File: src/rtl/lfsr_encode_seq_if.sv
// Job request, memory port and shared-ALU signals between the LFSR encode sequencer and its surroundings.
// The sequencer takes the master view; the core-side mux and memory/ALU use the slave view.
interface lfsr_encode_seq_if;
  logic       Start;
  logic [6:0] Tap;
  logic [6:0] Seed;
  logic [7:0] SrcBase;
  logic [7:0] DstBase;
  logic [6:0] Len;
  logic [7:0] MemAddr;
  logic       MemWrEn;
  logic [7:0] MemWrData;
  logic [7:0] MemRdData;
  logic [7:0] AluA;
  logic [7:0] AluB;
  logic [3:0] AluOp;
  logic [2:0] AluFlags;
  logic [7:0] AluOut;
  logic       Busy;
  logic       Done;
  logic [6:0] FinalState;

  modport master (
    input  Start, Tap, Seed, SrcBase, DstBase, Len, MemRdData, AluOut,
    output MemAddr, MemWrEn, MemWrData, AluA, AluB, AluOp, AluFlags, Busy, Done, FinalState
  );

  modport slave (
    output Start, Tap, Seed, SrcBase, DstBase, Len, MemRdData, AluOut,
    input  MemAddr, MemWrEn, MemWrData, AluA, AluB, AluOp, AluFlags, Busy, Done, FinalState
  );
endinterface

File: src/rtl/lfsr_encode_seq.sv
// Multi-cycle LFSR encryption sequencer: per byte READ -> XOR -> PAR -> WRST, borrowing the
// shared ALU and data memory port while Busy.
module lfsr_encode_seq #(
  parameter logic [3:0] OP_XOR    = 4'h0,
  parameter logic [3:0] OP_PARITY = 4'h0,
  parameter logic [3:0] OP_LFSR   = 4'h0,
  parameter int         MAX_LEN   = 64
) (
  input  logic               Clk,
  input  logic               Reset,
  lfsr_encode_seq_if.master  bus
);

  localparam logic [6:0] LP_MAX_LEN = 7'(MAX_LEN);

  typedef enum logic [2:0] {
    ST_IDLE, ST_READ, ST_XOR, ST_PAR, ST_WRST, ST_DONE
  } state_t;

  state_t     r_state, w_next;
  logic [6:0] r_tap, r_s, r_len, r_i, r_final;
  logic [7:0] r_src, r_dst, r_d, r_x, r_p;
  logic [6:0] w_len_clamp, w_i_inc;
  logic       w_last;

  assign w_len_clamp = (bus.Len > LP_MAX_LEN) ? LP_MAX_LEN : bus.Len;
  assign w_i_inc     = r_i + 7'd1;
  assign w_last      = (w_i_inc == r_len);

  always_ff @(posedge Clk or negedge Reset) begin
    if (!Reset) r_state <= ST_IDLE;
    else        r_state <= w_next;
  end

  always_comb begin
    w_next = r_state;
    case (r_state)
      ST_IDLE: if (bus.Start) w_next = (w_len_clamp == 7'd0) ? ST_DONE : ST_READ;
      ST_READ: w_next = ST_XOR;
      ST_XOR:  w_next = ST_PAR;
      ST_PAR:  w_next = ST_WRST;
      ST_WRST: w_next = w_last ? ST_DONE : ST_READ;
      ST_DONE: w_next = ST_IDLE;
      default: w_next = ST_IDLE;
    endcase
  end

  // Job registers and per-byte intermediates; FinalState loads on the edge entering DONE.
  always_ff @(posedge Clk or negedge Reset) begin
    if (!Reset) begin
      r_tap   <= '0;
      r_s     <= '0;
      r_len   <= '0;
      r_i     <= '0;
      r_src   <= '0;
      r_dst   <= '0;
      r_d     <= '0;
      r_x     <= '0;
      r_p     <= '0;
      r_final <= '0;
    end else begin
      case (r_state)
        ST_IDLE: if (bus.Start) begin
          r_tap <= bus.Tap;
          r_s   <= bus.Seed;
          r_src <= bus.SrcBase;
          r_dst <= bus.DstBase;
          r_len <= w_len_clamp;
          r_i   <= '0;
          if (w_len_clamp == 7'd0) r_final <= bus.Seed;
        end
        ST_READ: r_d <= bus.MemRdData;
        ST_XOR:  r_x <= bus.AluOut;
        ST_PAR:  r_p <= bus.AluOut;
        ST_WRST: begin
          r_s <= bus.AluOut[6:0];
          r_i <= w_i_inc;
          if (w_last) r_final <= bus.AluOut[6:0];
        end
        default: ;
      endcase
    end
  end

  // Outputs decode from state and registers only, so Start never reaches the memory/ALU pins.
  always_comb begin
    bus.MemAddr   = '0;
    bus.MemWrEn   = 1'b0;
    bus.MemWrData = '0;
    bus.AluA      = '0;
    bus.AluB      = '0;
    bus.AluOp     = '0;
    case (r_state)
      ST_READ: bus.MemAddr = r_src + {1'b0, r_i};
      ST_XOR: begin
        bus.AluA  = r_d;
        bus.AluB  = {1'b0, r_s};
        bus.AluOp = OP_XOR;
      end
      ST_PAR: begin
        bus.AluB  = r_x;
        bus.AluOp = OP_PARITY;
      end
      ST_WRST: begin
        bus.MemAddr   = r_dst + {1'b0, r_i};
        bus.MemWrEn   = 1'b1;
        bus.MemWrData = r_p;
        bus.AluA      = {1'b0, r_tap};
        bus.AluB      = {1'b0, r_s};
        bus.AluOp     = OP_LFSR;
      end
      default: ;
    endcase
  end

  assign bus.AluFlags   = 3'b000;
  assign bus.Busy       = (r_state != ST_IDLE);
  assign bus.Done       = (r_state == ST_DONE);
  assign bus.FinalState = r_final;

endmodule

File: src/flat_wrapper.sv
// flat-port wrapper written by rule: the top's interface ports become plain ports
module lfsr_encode_seq_flat 
#(
  parameter logic [3:0] OP_XOR    = 4'h0,
  parameter logic [3:0] OP_PARITY = 4'h0,
  parameter logic [3:0] OP_LFSR   = 4'h0,
  parameter int         MAX_LEN   = 64
)
  (Clk, Reset, bus_Start, bus_Tap, bus_Seed, bus_SrcBase, bus_DstBase, bus_Len, bus_MemRdData, bus_AluOut, bus_MemAddr, bus_MemWrEn, bus_MemWrData, bus_AluA, bus_AluB, bus_AluOp, bus_AluFlags, bus_Busy, bus_Done, bus_FinalState);
  lfsr_encode_seq_if bus_i ();
  input  logic Clk;
  input  logic Reset;
  input wire logic [$bits(bus_i.Start)-1:0] bus_Start;
  input wire logic [$bits(bus_i.Tap)-1:0] bus_Tap;
  input wire logic [$bits(bus_i.Seed)-1:0] bus_Seed;
  input wire logic [$bits(bus_i.SrcBase)-1:0] bus_SrcBase;
  input wire logic [$bits(bus_i.DstBase)-1:0] bus_DstBase;
  input wire logic [$bits(bus_i.Len)-1:0] bus_Len;
  input wire logic [$bits(bus_i.MemRdData)-1:0] bus_MemRdData;
  input wire logic [$bits(bus_i.AluOut)-1:0] bus_AluOut;
  output wire logic [$bits(bus_i.MemAddr)-1:0] bus_MemAddr;
  output wire logic [$bits(bus_i.MemWrEn)-1:0] bus_MemWrEn;
  output wire logic [$bits(bus_i.MemWrData)-1:0] bus_MemWrData;
  output wire logic [$bits(bus_i.AluA)-1:0] bus_AluA;
  output wire logic [$bits(bus_i.AluB)-1:0] bus_AluB;
  output wire logic [$bits(bus_i.AluOp)-1:0] bus_AluOp;
  output wire logic [$bits(bus_i.AluFlags)-1:0] bus_AluFlags;
  output wire logic [$bits(bus_i.Busy)-1:0] bus_Busy;
  output wire logic [$bits(bus_i.Done)-1:0] bus_Done;
  output wire logic [$bits(bus_i.FinalState)-1:0] bus_FinalState;
  assign bus_i.Start = bus_Start;
  assign bus_i.Tap = bus_Tap;
  assign bus_i.Seed = bus_Seed;
  assign bus_i.SrcBase = bus_SrcBase;
  assign bus_i.DstBase = bus_DstBase;
  assign bus_i.Len = bus_Len;
  assign bus_i.MemRdData = bus_MemRdData;
  assign bus_i.AluOut = bus_AluOut;
  assign bus_MemAddr = bus_i.MemAddr;
  assign bus_MemWrEn = bus_i.MemWrEn;
  assign bus_MemWrData = bus_i.MemWrData;
  assign bus_AluA = bus_i.AluA;
  assign bus_AluB = bus_i.AluB;
  assign bus_AluOp = bus_i.AluOp;
  assign bus_AluFlags = bus_i.AluFlags;
  assign bus_Busy = bus_i.Busy;
  assign bus_Done = bus_i.Done;
  assign bus_FinalState = bus_i.FinalState;
  lfsr_encode_seq #(.OP_XOR(OP_XOR), .OP_PARITY(OP_PARITY), .OP_LFSR(OP_LFSR), .MAX_LEN(MAX_LEN)) u_core (.Clk(Clk), .Reset(Reset), .bus(bus_i));
endmodule
File: config.mk
export PLATFORM = sky130hd
export DESIGN_NAME = lfsr_encode_seq_flat
export DESIGN_NICKNAME = d
export VERILOG_FILES = /design/src/rtl/lfsr_encode_seq_if.sv /design/src/rtl/lfsr_encode_seq.sv /design/src/flat_wrapper.sv
export SDC_FILE = /design/constraint.sdc
export NUM_CORES = 1
export LEC_CHECK = 0
export CAP_MARGIN = 10
export CORE_AREA = 4 4 136 99
export CTS_CLUSTER_SIZE = 14
export DETAILED_ROUTE_END_ITERATION = 10
export DIE_AREA = 0 0 140 103
export GPL_ROUTABILITY_DRIVEN = 0
export PLACE_DENSITY = 0.63
export SLEW_MARGIN = 20
export SYNTH_ARGS = -nofsm -noshare
export SYNTH_HDL_FRONTEND = slang
export SYNTH_SLANG_ARGS = --single-unit
File: constraint.sdc
create_clock -name Clk -period 9.45 [get_ports Clk]
set_input_delay 1.89 -clock Clk [delete_from_list [all_inputs] [get_ports Clk]]
set_output_delay 1.89 -clock Clk [all_outputs]
set_load 0.005 [all_outputs]
==> impl_metrics.env, run 1 <==
export IMPL_outcome="finished clean"
export IMPL_sequentialPowerShare=0.357
export IMPL_fp_dieH_microns=103
export IMPL_yosys_area_share_simple=0.140
export IMPL_drc=0
export IMPL_drv_slew=0
export IMPL_fill_cells=1159
export IMPL_worstPathRequired_ps=7560
export IMPL_cp_slowest_cell="or3b_1"
export IMPL_cts_max_level=3
export IMPL_finalCoreUtilization=0.448
export IMPL_crit_reg2reg_launch="u_core.r_state[0]"
export IMPL_numCtsBuffers=9
export IMPL_grt_pass1_wl_mm=16.7
export IMPL_max_stage_delay_ps=840
export IMPL_finalCritPeriodShare=0.717
export IMPL_path_class="flip-flop to primary output"
export IMPL_min_period_ps=6780
export IMPL_clk_pin_slew_ps=60
export IMPL_drive_above_1_share=0.159
export IMPL_slew_headroom=0.303
export IMPL_synthToLayoutAreaGrowth_pct=33.5
export IMPL_finalNonFillerCells=645
export IMPL_synth_compound_area_frac=0.0968
export IMPL_yosysUniqueCellTypes=49
export IMPL_hold_path_class="flip-flop to flip-flop"
export IMPL_viasPerCell=4.89
export IMPL_cp_max_fo=51
export IMPL_clock_sinks=78
export IMPL_synthTopCellsByArea="dfrtp_1 (48%), mux2_2 (15%), nand2_1 (6.2%)"
export IMPL_cts_buffer_depth=2
export IMPL_wl_met1_mm=5.02
export IMPL_report_final_setup_viol=0
export IMPL_clkPwrFrac=0.213
export IMPL_grtUsageTotal=0.147
export IMPL_antenna_left=0
export IMPL_synth_edf_count=0
export IMPL_switchingPower_uw=539
export IMPL_dpl_cell_count=630
export IMPL_yosysTopAreaCellShare=0.478
export IMPL_cp_arrival_ps=4890
export IMPL_cts_tree="yes"
export IMPL_hpwl_mm=7.51
export IMPL_min_delay_start="u_core.r_p[0]"
export IMPL_synth_cell_area_sq_um=4080
export IMPL_grt_overflow=0
export IMPL_hold_end="u_core.r_p[0]"
export IMPL_core_area_sq_um=12200
export IMPL_critPathTopFamily="simple AND/OR/NAND/NOR gates"
export IMPL_antenna_cells=0
export IMPL_drtIter0Drc=239
export IMPL_grt_max_degree=79
export IMPL_antenna_found_initial=0
export IMPL_leakagePower_nw=2.35
export IMPL_synthArstFlopShare=1.00
export IMPL_num_rows=34
export IMPL_io_pins=105
export IMPL_final_cell_mix="clkdlybuf4s50_1 (96), dfrtp_1 (78), nand2_1 (66)"
export IMPL_synth_adder_area_share=0.0294
export IMPL_initial_core_util=0.336
export IMPL_switching_share=0.322
export IMPL_synthXorXnorAreaFrac=0.0236
export IMPL_nets=544
export IMPL_r2r_setup_slack_ps=5870
export IMPL_critPathCaptureType="primary output"
export IMPL_rsz0062_at_grt="no"
export IMPL_yosys_warnings=0
export IMPL_synth_top_flop_cell="dfrtp_1"
export IMPL_grt_pass1_vias=3189
export IMPL_synthMuxAreaShare=0.186
export IMPL_first_pass_iters=4
export IMPL_cts_setup_buffers=0
export IMPL_reg2regPathDepth=6
export IMPL_cp_num_buf_inv=3
export IMPL_avgRoutedWirePerCell_microns=16.1
export IMPL_highest_layer="met4"
export IMPL_setup_tns_ps=0
export IMPL_hold_viol_final=0
export IMPL_power_internal_mw=1.14
export IMPL_cts_resized_gates=0
export IMPL_io_buffers=97
export IMPL_final_setup_skew_ps=4.41
export IMPL_dr_wl_met2_mm=4.45
export IMPL_yosysTopAreaCell="dfrtp_1"
export IMPL_hold_depth=1
export IMPL_critPathLaunchType="flip-flop"
export IMPL_cts_root_buf="clkbuf_16"
export IMPL_tightest_slew_ps=1040
export IMPL_power_density_nw_per_um2=307
export IMPL_final_common_cell="clkdlybuf4s50_1"
export IMPL_routed_wl_met3_microns=760
export IMPL_ys_ff_latch=78
export IMPL_routed_wl_mm=10.4
export IMPL_r2r_end="u_core.bus.FinalState[0]"
export IMPL_insertion_delay_ps=330
export IMPL_ir_drop_v=0.000131
export IMPL_num_vias=3155
export IMPL_comb_power_share=0.429
export IMPL_synth_top_family_by_area="multiplexers"
export IMPL_dieArea_sq_um=14400
export IMPL_worstPathCellList="or3b_1, inv_2, nand2_1, nand2_1, ha_1, inv_1, fa_1, nor2b_1, o21ai_0, a21boi_0, o21ai_0, nor3b_1, nor3_1, clkdlybuf4s50_1"
export IMPL_avgSynthCellArea_sq_um=10.4
export IMPL_syn_inst=391
export IMPL_hold_buffers=0
export IMPL_yosysSeqAreaShare=0.478
export IMPL_max_freq_mhz=147
export IMPL_die_width_microns=140
export IMPL_drv_cap=0
-- cell type report --
type                       count  area (sq um)  share of cell area
timing repair buffer          99           987               0.181
inverter                       9          33.8             0.00620
clock inverter                 4          72.6              0.0133
clock buffer                  11           233              0.0427
sequential                    78          1950               0.358
multi-input combinational    282          1970               0.361
tap                          162           203              0.0372
-- state kept, by name, indices dropped and copies added, names as in the netlist --
name / cells
u_core.bus.FinalState: 7
u_core.r_d: 8
u_core.r_dst: 8
u_core.r_i: 7
u_core.r_len: 7
u_core.r_p: 8
u_core.r_s: 7
u_core.r_src: 8
u_core.r_state: 3
u_core.r_tap: 7
u_core.r_x: 8
-- synth_stat cells, drive strengths merged (2+ instances only) --
cell type,n
nor3,5
o21ai,35
nand3,3
nand4,2
nand2b,7
a22o,7
a21boi,2
nor3b,3
o31ai,2
a31oi,3
mux2,54
nor4,2
clkbuf,14
a21oi,6
nand2,67
buf,14
and2,9
nor2,13
nor2b,3
and3,3
inv,9
xor2,3
xnor2,8
mux2i,15
dfrtp,78
ha,8
-- power groups by stage --
stage	sequential [mW]	clock [mW]	combinational [mW]
2_1_floorplan	0.555	0	0.470
3_3_place_gp	0.597	0	0.705
3_5_place_dp	0.603	0	0.726
4_1_cts	0.599	0.367	0.729
5_1_grt	0.622	0.381	0.795
6_report	0.599	0.358	0.719
-- worst max-delay path by stage --
stage               slack (ps)  cells past startpoint              to              start
global placement          3250                     14  bus_MemAddr[6]  u_core.r_state[0]
floorplan                 4440                     17  bus_MemAddr[6]  u_core.r_state[1]
global route              2260                     14  bus_MemAddr[6]  u_core.r_state[0]
finish                    2670                     14  bus_MemAddr[6]  u_core.r_state[0]
detailed placement        3010                     14  bus_MemAddr[6]  u_core.r_state[0]
CTS                       2650                     14  bus_MemAddr[6]  u_core.r_state[0]
-- cell families (layout without fill, tap and decap cells) --
family / count (synthesis) / after routing
multiplexers: 69 / 69
flip-flops: 78 / 78
adder cells (fa/ha/maj): 9 / 9
other: 1 / 7
AO/OA/AOI/OAI: 63 / 63
XOR/XNOR: 11 / 11
AND/OR/NAND/NOR: 123 / 123
buffers and inverters: 37 / 123
-- per-layer routing --
metal  track usage  vias up
li1              -     1512
met1         0.208     1524
met2         0.214      102
met3        0.0538       17
met4        0.0387        0
met5             0        -
-- metrics by stage --
stage / area [sq um] / setup WS (ps) / power, mW / hold slack (ps)
CTS: 5450 / 2650 / 1.70 / 502
finish: 5450 / 2670 / 1.68 / 497
detailed placement: 5140 / 3010 / 1.33 / 488
global placement: 5140 / 3250 / 1.30 / 478
global route: 5450 / 2260 / 1.80 / 513
floorplan: 4110 / 4440 / 1.02 / 469
Note: power is estimated with default switching activity, not from simulation.
==> inputs of run 2 (changes only) <==
--- a/config.mk
+++ b/config.mk
@@ -11,7 +11,7 @@
 export DETAILED_ROUTE_END_ITERATION = 10
 export DIE_AREA = 0 0 140 103
 export GPL_ROUTABILITY_DRIVEN = 0
-export PLACE_DENSITY = 0.63
+export PLACE_DENSITY = 0.65
 export SLEW_MARGIN = 20
 export SYNTH_ARGS = -nofsm -noshare
 export SYNTH_HDL_FRONTEND = slang
==> constraint.sdc (replaced) <==
create_clock -name Clk -period 6.1 [get_ports Clk]
set_input_delay 1.22 -clock Clk [delete_from_list [all_inputs] [get_ports Clk]]
set_output_delay 1.22 -clock Clk [all_outputs]
set_load 0.005 [all_outputs]
==> run 2 against run 1 <==
Final area about the same. Highest routed layer unchanged. Count of clock-buffer cells in the layout up 1. Cell count is 0.47% higher. Sequential share of layout area hardly changed. Wire length is 0.62% lower.
==> impl_metrics.env, run 2 (synthesized netlist as in run 1, its figures left out) <==
export IMPL_outcome="finished clean"
export IMPL_nets=546
export IMPL_critPathCaptureType="primary output"
export IMPL_grt_overflow=0
export IMPL_grtUsageTotal=0.145
export IMPL_hpwl_mm=7.38
export IMPL_drtIter0Drc=174
export IMPL_num_vias=3141
export IMPL_multi_input_area_sq_um=1970
export IMPL_io_buffers=97
export IMPL_min_period_ps=5110
export IMPL_critPathLaunchType="flip-flop"
export IMPL_antenna_left=0
export IMPL_antenna_cells=0
export IMPL_core_area_sq_um=12200
export IMPL_final_cell_mix="clkdlybuf4s50_1 (96), dfrtp_1 (78), nand2_1 (66)"
export IMPL_fp_dieH_microns=103
export IMPL_cts_resized_gates=0
export IMPL_viasPerCell=4.85
export IMPL_num_rows=34
export IMPL_cts_tree="yes"
export IMPL_final_setup_skew_ps=4.06
export IMPL_finalNonFillerCells=648
export IMPL_slew_headroom=0.292
export IMPL_drv_cap=0
export IMPL_max_freq_mhz=196
export IMPL_dieArea_sq_um=14400
export IMPL_worstPathRequired_ps=4880
export IMPL_cp_max_fo=24
export IMPL_drv_slew=0
export IMPL_leakagePower_nw=2.36
export IMPL_first_pass_iters=4
export IMPL_finalCritPeriodShare=0.837
export IMPL_clock_sinks=78
export IMPL_regArea_sq_um=1950
export IMPL_hold_path_class="flip-flop to flip-flop"
export IMPL_drc=0
export IMPL_path_class="flip-flop to primary output"
export IMPL_synthToLayoutAreaGrowth_pct=33.4
export IMPL_fill_cells=1145
export IMPL_grt_pass1_vias=3299
export IMPL_rsz0062_at_grt="no"
export IMPL_hold_viol_final=0
export IMPL_io_pins=105
export IMPL_critPathTopFamily="buffers and inverters"
export IMPL_cp_num_buf_inv=3
export IMPL_initial_core_util=0.336
export IMPL_tightest_slew_ps=1060
export IMPL_worstPathCellList="or3b_1, buf_4, nand2_1, nand2_1, ha_1, inv_1, fa_1, nor2b_1, o21ai_0, a21boi_0, o21ai_0, nor3b_1, nor3_1, clkdlybuf4s50_1"
export IMPL_cts_root_buf="clkbuf_16"
export IMPL_max_stage_delay_ps=720
export IMPL_final_common_cell="clkdlybuf4s50_1"
export IMPL_avgRoutedWirePerCell_microns=15.9
export IMPL_cp_slowest_cell="dfrtp_1"
export IMPL_grt_max_degree=79
export IMPL_cts_max_level=3
export IMPL_clk_pin_slew_ps=60
export IMPL_antenna_found_initial=0
export IMPL_cts_setup_buffers=0
export IMPL_cp_arrival_ps=3890
export IMPL_cts_buffer_depth=2
export IMPL_hold_buffers=0
export IMPL_setup_tns_ps=0
export IMPL_drive_above_1_share=0.169
export IMPL_die_width_microns=140
export IMPL_report_final_setup_viol=0
export IMPL_power_density_nw_per_um2=471
export IMPL_numCtsBuffers=9
export IMPL_insertion_delay_ps=340
export IMPL_routed_wl_mm=10.3
export IMPL_grt_pass1_wl_mm=16.6
export IMPL_ir_drop_v=0.000203
export IMPL_dpl_cell_count=632
-- run 2: routing by layer --
metal  routed length (microns)  up-vias  GRT usage
li1                          -     1523          -
met1                      4920     1507      0.192
met2                      4540       98      0.226
met3                       679       13     0.0505
met4                       157        0     0.0462
met5                         0        -          0
-- run 2: final timing paths --
path / startpoint / end / slack [ps] / cells after the start
worst max-delay path: u_core.r_state[0] / bus_MemAddr[6] / 990 / 14
worst min-delay path: u_core.r_p[6] / u_core.r_p[6] / 500 / 1
worst max register to register: u_core.r_state[0] / u_core.bus.FinalState[6] / 3160 / 7
worst min register to register: u_core.r_p[6] / u_core.r_p[6] / 500 / 1
max in group asynchronous: Reset / u_core.r_dst[6] / 4690 / 1
min in group asynchronous: Reset / u_core.r_p[0] / 900 / 1
-- run 2: worst register-to-register path, stage by stage, from the launching register on --
cell and delay (ps):
dfrtp_1 600, or3b_1 480, inv_2 150, buf_4 440
a21oi_1 230, o21bai_1 250, a21oi_4 300, mux2_2 380
-- run 2: cell type report --
cell class,instances,share of cell area
clock buffers,12,0.0489
flip-flops and latches,78,0.358
well taps,162,0.0372
clock inverters,4,0.00367
repair buffers,101,0.184
multi-input cells,282,0.362
inverters,9,0.00620
-- run 2: through the flow --
stage / instance area (sq um) / hold slack, ps / total power, mW / setup slack [ps] / utilization
final: 5450 / 496 / 2.56 / 992 / 0.448
after floorplan: 4110 / 469 / 1.59 / 1760 / -
after global placement: 5160 / 480 / 2.03 / 1540 / 0.424
after CTS: 5440 / 500 / 2.60 / 1010 / 0.447
after detailed placement: 5160 / 487 / 2.07 / 1390 / 0.424
after global routing: 5450 / 512 / 2.75 / 709 / 0.448
-- run 2: power breakdown --
| group | total (mW) | switching (mW) | internal [mW] |
|---|---|---|---|
| registers | 0.926 | 0.166 | 0.760 |
| logic | 1.12 | 0.475 | 0.649 |
| clock network | 0.513 | 0.207 | 0.306 |
==> inputs of run 3 (changes only) <==
--- a/config.mk
+++ b/config.mk
@@ -11,7 +11,7 @@
 export DETAILED_ROUTE_END_ITERATION = 10
 export DIE_AREA = 0 0 140 103
 export GPL_ROUTABILITY_DRIVEN = 0
-export PLACE_DENSITY = 0.65
+export PLACE_DENSITY = 0.63
 export SLEW_MARGIN = 20
 export SYNTH_ARGS = -nofsm -noshare
 export SYNTH_HDL_FRONTEND = slang
==> constraint.sdc (replaced) <==
create_clock -name Clk -period 5.05 [get_ports Clk]
set_input_delay 1.01 -clock Clk [delete_from_list [all_inputs] [get_ports Clk]]
set_output_delay 1.01 -clock Clk [all_outputs]
set_load 0.005 [all_outputs]
==> run 3 against run 2 <==
Count of clock-buffer cells in the layout decreased by 2. Final area shrank 0.21%. Combinational power up 22%. Clock power is 14% higher. Sequential power is 20% higher. Global-route usage fell by 0.24 points. Register-to-register slack worse by 900 ps. Critical path type unchanged. Non-clock buffer count increased by 1.
==> impl_metrics.env, run 3 (synthesized netlist as in run 1, its figures left out) <==
export IMPL_min_delay_start="u_core.r_p[0]"
export IMPL_hold_end="u_core.r_p[0]"
export IMPL_grt_overflow=0
export IMPL_final_cell_mix="clkdlybuf4s50_1 (96), dfrtp_1 (78), nand2_1 (66)"
export IMPL_viasPerCell=4.84
export IMPL_final_common_cell="clkdlybuf4s50_1"
export IMPL_drc=0
export IMPL_rsz0062_at_grt="no"
export IMPL_cts_setup_buffers=0
export IMPL_antenna_found_initial=0
export IMPL_cts_tree="yes"
export IMPL_max_stage_delay_ps=530
export IMPL_avgRoutedWirePerCell_microns=15.9
export IMPL_hpwl_mm=7.46
export IMPL_leakagePower_nw=2.35
export IMPL_cp_arrival_ps=3690
export IMPL_worstPathRequired_ps=4040
export IMPL_drtIter0Drc=207
export IMPL_grt_pass1_vias=3055
export IMPL_cts_resized_gates=0
export IMPL_core_area_sq_um=12200
export IMPL_cts_max_level=3
export IMPL_reg2regPathDepth=8
export IMPL_slew_headroom=0.286
export IMPL_top_usage_layer="met1"
export IMPL_initial_core_util=0.336
export IMPL_cts_root_buf="clkbuf_16"
export IMPL_report_final_setup_viol=0
export IMPL_io_buffers=97
export IMPL_fp_dieH_microns=103
export IMPL_numCtsBuffers=9
export IMPL_critPathTopFamily="simple AND/OR/NAND/NOR gates"
export IMPL_postPlaceCellArea_sq_um=5160
export IMPL_cp_slowest_cell="clkdlybuf4s50_1"
export IMPL_finalCritPeriodShare=0.930
export IMPL_drive_above_1_share=0.168
export IMPL_max_freq_mhz=213
export IMPL_hold_viol_final=0
export IMPL_hold_path_class="flip-flop to flip-flop"
export IMPL_drv_slew=0
export IMPL_cp_max_fo=16
export IMPL_drv_cap=0
export IMPL_power_density_nw_per_um2=564
export IMPL_antenna_cells=0
export IMPL_num_vias=3143
export IMPL_fin_area_sq_um=5440
export IMPL_grt_util_met1=0.205
export IMPL_die_width_microns=140
export IMPL_r2r_setup_slack_ps=2260
export IMPL_tightest_slew_ps=1070
export IMPL_critPathLaunchType="flip-flop"
export IMPL_outcome="finished clean"
export IMPL_min_period_ps=4700
export IMPL_num_rows=34
export IMPL_antenna_left=0
export IMPL_synthToLayoutAreaGrowth_pct=33.2
export IMPL_clk_pin_slew_ps=60
export IMPL_use_met2=0.204
export IMPL_routed_wl_mm=10.3
export IMPL_crit_reg2reg_launch="u_core.r_state[0]"
export IMPL_hold_depth=1
export IMPL_insertion_delay_ps=330
export IMPL_r2r_end="u_core.bus.FinalState[3]"
export IMPL_setup_tns_ps=0
export IMPL_grt_met3_usage=0.0519
export IMPL_nets=547
export IMPL_first_pass_iters=4
export IMPL_dieArea_sq_um=14400
export IMPL_cts_buffer_depth=2
export IMPL_path_class="flip-flop to primary output"
export IMPL_critPathCaptureType="primary output"
export IMPL_grtUsageTotal=0.143
export IMPL_worstPathCellList="buf_4, or3b_1, inv_2, nand2_1, nand2_1, ha_1, inv_1, fa_1, nor2b_1, o21ai_0, a21boi_0, o21ai_0, nor3b_1, nor3_1, clkdlybuf4s50_1"
export IMPL_cp_num_buf_inv=4
export IMPL_io_pins=105
export IMPL_hold_buffers=0
export IMPL_clock_sinks=78
export IMPL_grt_max_degree=79
export IMPL_grt_pass1_wl_mm=16.1
export IMPL_ir_drop_v=0.000250
export IMPL_final_setup_skew_ps=5.37
==> run 3: cell count changes in the layout (fill, tap and decap cells not counted), sizes merged <==
cell and delta:
clkbuf -2, buf +1, clkinvlp +2
==> run 3: report_power, final <==
group,switching [mW],internal (mW)
registers,0.188,0.918
clock network,0.254,0.331
logic,0.584,0.788
total,1.03,2.04
==> run 3: final cells by class <==
cell class | count | area (sq um)
Fill cell | 1148 | 6730
Timing Repair Buffer | 102 | 1010
Multi-Input combinational cell | 282 | 1970
Inverter | 9 | 33.8
Tap cell | 162 | 203
Clock inverter | 6 | 38.8
Clock buffer | 10 | 229
Sequential cell | 78 | 1950
==> run 3: metal layers <==
metal / vias to the layer above / wire length (microns) / share of wire
met5: - / 0 / 0
met4: 0 / 78 / 0.0075
met3: 7 / 799 / 0.077
met2: 105 / 4390 / 0.43
met1: 1513 / 5060 / 0.49
li1: 1518 / - / -
==> run 3: how the worst max path moves through the flow <==
stage	startpoint	end	slack [ps]	depth (start not counted)
after floorplan	u_core.r_state[1]	bus_MemAddr[6]	920	17
after global placement	u_core.r_state[0]	bus_MemAddr[6]	830	15
after detailed placement	u_core.r_state[0]	bus_MemAddr[6]	730	15
after CTS	u_core.r_state[0]	bus_MemAddr[6]	350	15
after global routing	u_core.r_state[0]	bus_MemAddr[6]	120	15
final	u_core.r_state[0]	bus_MemAddr[6]	350	15
==> run 3: through the flow <==
| stage | cells | total power [mW] | hold slack (ps) | utilization | setup slack [ps] |
|---|---|---|---|---|---|
| after CTS | 649 | 3.10 | 502 | 0.447 | 351 |
| after global placement | 633 | 2.46 | 479 | 0.425 | 830 |
| after detailed placement | 633 | 2.50 | 487 | 0.425 | 729 |
| final | 649 | 3.06 | 497 | 0.447 | 354 |
| after floorplan | 397 | 1.92 | 469 | - | 917 |
| after global routing | 649 | 3.28 | 508 | 0.447 | 121 |
